==> src/rtl/q_operand_join.sv <==
// Operand join for the N/X/T -> Q stream: sticky N, one X paired with one T,
// Q = X*T + N (wrapping) delivered on a valid/ready channel with full backpressure.
module q_operand_join #(
  parameter int DATA_W = 32,
  parameter int CNT_W  = 16
) (
  input  logic              aclk,
  input  logic              areset,
  input  logic [DATA_W-1:0] N,
  input  logic              N_valid,
  output logic              N_ready,
  input  logic [DATA_W-1:0] X,
  input  logic              X_valid,
  output logic              X_ready,
  input  logic [DATA_W-1:0] T,
  input  logic              T_valid,
  output logic              T_ready,
  output logic [DATA_W-1:0] Q,
  output logic              Q_valid,
  input  logic              Q_ready,
  output logic [CNT_W-1:0]  q_count,
  output logic              busy
);

  typedef enum logic {COLLECT, OUT} state_t;

  state_t            state_q, state_d;
  logic              run_q, run_d;
  logic [DATA_W-1:0] n_q, n_d;
  logic [DATA_W-1:0] x_q, x_d;
  logic [DATA_W-1:0] t_q, t_d;
  logic [DATA_W-1:0] q_q, q_d;
  logic              x_full_q, x_full_d;
  logic              t_full_q, t_full_d;
  logic [CNT_W-1:0]  q_count_q, q_count_d;

  logic              n_acc, x_acc, t_acc, q_hs, do_mac;
  logic [DATA_W-1:0] mac;

  // run_q keeps every ready low during reset and raises them one cycle after release
  always_ff @(posedge aclk or posedge areset) begin
    if (areset) begin
      state_q   <= COLLECT;
      run_q     <= 1'b0;
      n_q       <= '0;
      x_q       <= '0;
      t_q       <= '0;
      q_q       <= '0;
      x_full_q  <= 1'b0;
      t_full_q  <= 1'b0;
      q_count_q <= '0;
    end else begin
      state_q   <= state_d;
      run_q     <= run_d;
      n_q       <= n_d;
      x_q       <= x_d;
      t_q       <= t_d;
      q_q       <= q_d;
      x_full_q  <= x_full_d;
      t_full_q  <= t_full_d;
      q_count_q <= q_count_d;
    end
  end

  always_comb begin
    state_d   = state_q;
    run_d     = 1'b1;
    n_d       = n_q;
    x_d       = x_q;
    t_d       = t_q;
    q_d       = q_q;
    x_full_d  = x_full_q;
    t_full_d  = t_full_q;
    q_count_d = q_count_q;

    n_acc  = N_valid & run_q;
    x_acc  = X_valid & run_q & ~x_full_q;
    t_acc  = T_valid & run_q & ~t_full_q;
    q_hs   = (state_q == OUT) & Q_ready;
    do_mac = x_full_q & t_full_q & ((state_q == COLLECT) | q_hs);
    // Only the low DATA_W bits of the full product can reach Q, so they are all we form.
    mac    = x_q * t_q + n_q;

    if (n_acc) n_d = N;

    if (q_hs) begin
      q_count_d = q_count_q + CNT_W'(1);
      state_d   = COLLECT;
    end

    // Uses the pre-edge n_q, so an N accepted on this edge applies to the next result.
    if (do_mac) begin
      q_d      = mac;
      x_full_d = 1'b0;
      t_full_d = 1'b0;
      state_d  = OUT;
    end

    // Accepts never collide with do_mac: both need the opposite state of the full flag.
    if (x_acc) begin
      x_d      = X;
      x_full_d = 1'b1;
    end
    if (t_acc) begin
      t_d      = T;
      t_full_d = 1'b1;
    end
  end

  assign N_ready = run_q;
  assign X_ready = run_q & ~x_full_q;
  assign T_ready = run_q & ~t_full_q;
  assign Q       = q_q;
  assign Q_valid = (state_q == OUT);
  assign q_count = q_count_q;
  assign busy    = (state_q == OUT) | x_full_q | t_full_q;

endmodule

==> config.mk <==
export PLATFORM = sky130hd
export DESIGN_NAME = q_operand_join
export DESIGN_NICKNAME = d
export VERILOG_FILES = /design/src/rtl/q_operand_join.sv
export SDC_FILE = /design/constraint.sdc
export NUM_CORES = 2
export LEC_CHECK = 0
export ABC_AREA = 0
export CORE_MARGIN = 4
export CORE_UTILIZATION = 65
export DETAILED_ROUTE_END_ITERATION = 10
export PLACE_DENSITY_LB_ADDON = 0.3
export SLEW_MARGIN = 10
export SYNTH_ARGS = -nofsm -noshare
export SYNTH_HDL_FRONTEND = slang
export SYNTH_SLANG_ARGS = --single-unit
==> constraint.sdc <==
create_clock -name aclk -period 18.4 [get_ports aclk]
set_input_delay 2.76 -clock aclk [delete_from_list [all_inputs] [get_ports aclk]]
set_output_delay 2.76 -clock aclk [all_outputs]
set_load 0.02 [all_outputs]
==> impl_metrics.yaml <==
run_status:
  status: "complete, no violations"
sta:
  setup-tns-final_ps: 0
  timing.final.ws_setup_ps: 10610
  hold_viol: 0
  final_max_slew_viol_count: 0
  fin_worst_skew_ps: 22.8
  timing.slew.headroom_pct: 20.3
  worst_slew_pin_slew_ps: 1200
  timing.final.setup_violations: 0
  rsz0062_at_grt: "no"
  fmaxAchievable_ghz: 0.128
  finalCriticalPeriod_ps: 7790
  layout_worst_path_cycle_share_pct: 42.3
final_layout:
  fillers: 2437
  layout_cells_excl_fill: 2824
  postLayoutCoreUtil_pct: 73.2
  antenna_cells_inserted: 0
  drive_above_1_share_pct: 6.73
  nNetsFinal: 3028
  areaGrowthSynthToFinish_pct: 10.8
drt:
  drt-initial-drc-count: 1026
  drt-pass1-iter-count: 5
  antenna_violating_nets_post_route: 0
  avgRoutedWirePerCell_um: 20.2
  num_vias: 15710
  vias_per_cell: 5.56
  drt_drc_violations_left: 0
  drt_wl_total_um: 57000
cts:
  cts_hold_buffers_added: 0
  htreeDepth: 4
  cts-root-to-sink-buffers: 2
  cts.repair.resized: 0
  cts-buffers-inserted: 17
  cts_tree: "built"
  numClockSinks: 148
  clk_transition_reported_paths_ps: 70
  root_buffer: "clkbuf_16"
  post_cts_buffers: 0
  worstSkewPairLatency_ps: 470
yosys:
  postSynthNetCount: 2950
  synth_most_common_cell: "inv_1"
  synthSimpleGateAreaFrac_pct: 14.6
  synth_xor_xnor_area_share_pct: 3.96
  synth.yosys.seq_area_share_pct: 16.6
  synth_common_cells: "inv_1, fa_1, nand2_1, and2_1, dfrtp_1"
  synth_top_family_by_area: "adder cells"
  postSynthAreaPerCell_sq_um: 9.75
  synth-adder-area-share_pct: 46.4
  synth-compound-area-share_pct: 2.79
  synth_cells: 2285
  postSynth.topFlopCell: "dfrtp_1"
  async_reset_ff_share_pct: 100
  synth.cell_area_sq_mm: 0.0223
  yosysWarnings: 0
  number_of_synthesized_flops_with_an_enable_pin: 0
  post_synth_num_cell_types: 48
  netlist_top_cells_area: "fa_1, dfrtp_1, inv_1, and2_1, ha_1"
  netlist.top_cell.by_area: "fa_1"
  synth_top_area_share_pct: 39.4
  synthMuxAreaShare_pct: 5.16
  synth-seq-cells: 148
worst_setup_path:
  critical-path-max-stage-delay_ps: 1110
  cp_slowest_cell: "dfrtp_1"
  timing.critical_path.from_type: "register"
  timing_worst_setup_path_type: "register to register"
  timing.critical_path.mode_cell: "fa_1"
  critical_path.n_buffers_inverters: 4
  path_max_fanout: 32
  worstPathCellList: "and2_1 > fa_1 > fa_1 > fa_1 > inv_1 > fa_1 > inv_1 > fa_1 > fa_1 > fa_1 > inv_1 > fa_1 > inv_1 > ha_1 > a2111oi_0 > o21ai_1 > o21ai_0 > o211ai_1 > a211oi_2 > nor3_1 > or4_1 > nand3_1"
  critPathCaptureType: "register"
  cp_top_family: "adder cells"
  critPathArrivalTime_ps: 8170
  cp_data_required_time_ps: 18780
grt:
  grt_first_pass_wirelength_um: 92300
  track_usage_pct: 32.5
  grt_overflow_total: 0
  grt_start_max_net_pins: 79
  first_global_vias: 17467
  antenna_violations_before_repair: 1
place:
  gp_congestion: 0.938
  place_ws_ps: 10690
  io_buffers: 154
  placed_cell_count: 2792
  place.detailed.hpwl_um: 44000
floorplan:
  core.rowCount: 67
  fp.dieArea_sq_mm: 0.0373
  initial_core_util_pct: 66.1
  floorplan.io_pins: 155
  die_width_um: 193
  floorplan.core_area_sq_mm: 0.0337
  die_h_um: 193
hold_path:
  holdCritPathClass: "register to register"
job:
  cap_viol_max_count: 0
[flip-flops by register name, summed over array words and instances (netlist names)]
| signal | cells |
|---|---|
| Q | 32 |
| n_q | 32 |
| N_ready | 1 |
| t_q | 32 |
| Q_valid | 1 |
| t_full_q | 1 |
| q_count | 16 |
| x_full_q | 1 |
| x_q | 32 |
[cell type report]
class,count,area [sq um],share of cell area (%)
well taps,448,561,2.27
multi-input cells,1517,16200,65.9
inverters,509,1920,7.76
repair buffers,170,1660,6.73
flip-flops and latches,148,3700,15.0
clock inverters,15,158,0.639
clock buffers,17,425,1.72
[layout by cell type (no fill, tap or decap), types with 26 or more instances in the layout]
cell	synthesis	layout
dfrtp_1	148	148
nand2_1	316	315
mux2_2	102	102
xor2_1	26	26
xnor2_1	72	72
fa_1	438	438
inv_1	509	508
and2_1	271	271
clkdlybuf4s50_1	0	154
ha_1	125	125
[stage by stage]
step           cell area (sq um)  hold WS (ps)
4_1_cts                    24700           484
2_1_floorplan              22300           479
3_3_place_gp               24100           463
5_1_grt                    24700           512
3_5_place_dp               24100           470
6_report                   24700           476
[worst paths after layout]
| check | startpoint | endpoint | slack (ps) | cells after the start |
|---|---|---|---|---|
| min in group asynchronous | areset | t_q[21] | 2830 | 2 |
| worst max-delay path | t_q[1] | Q[30] | 10610 | 22 |
| worst max register to register | t_q[1] | Q[30] | 10610 | 22 |
| max in group asynchronous | areset | Q[30] | 14140 | 3 |
| worst min register to register | q_count[15] | q_count[15] | 480 | 1 |
| worst min-delay path | q_count[15] | q_count[15] | 480 | 1 |
[kinds of logic (layout without fill, tap and decap cells)]
family	Yosys count	in the layout
compound gates	99	99
simple gates	653	653
mux	102	102
flops	148	148
other cells	1	1
xor+xnor	99	99
fa+ha+maj	563	563
buf+inv	620	711
[per-layer routing]
layer	vias to the layer above	global-route usage [%]	share of wire, %
met5	-	0	0.012
met4	2	10.8	3.2
met3	111	7.11	8.9
met2	684	53.3	49
met1	8070	43.7	39
li1	6843	-	-
Power is left out: the tool's default activity adds up to more than one toggle a clock period on the data nets, which glitch-free logic cannot reach.
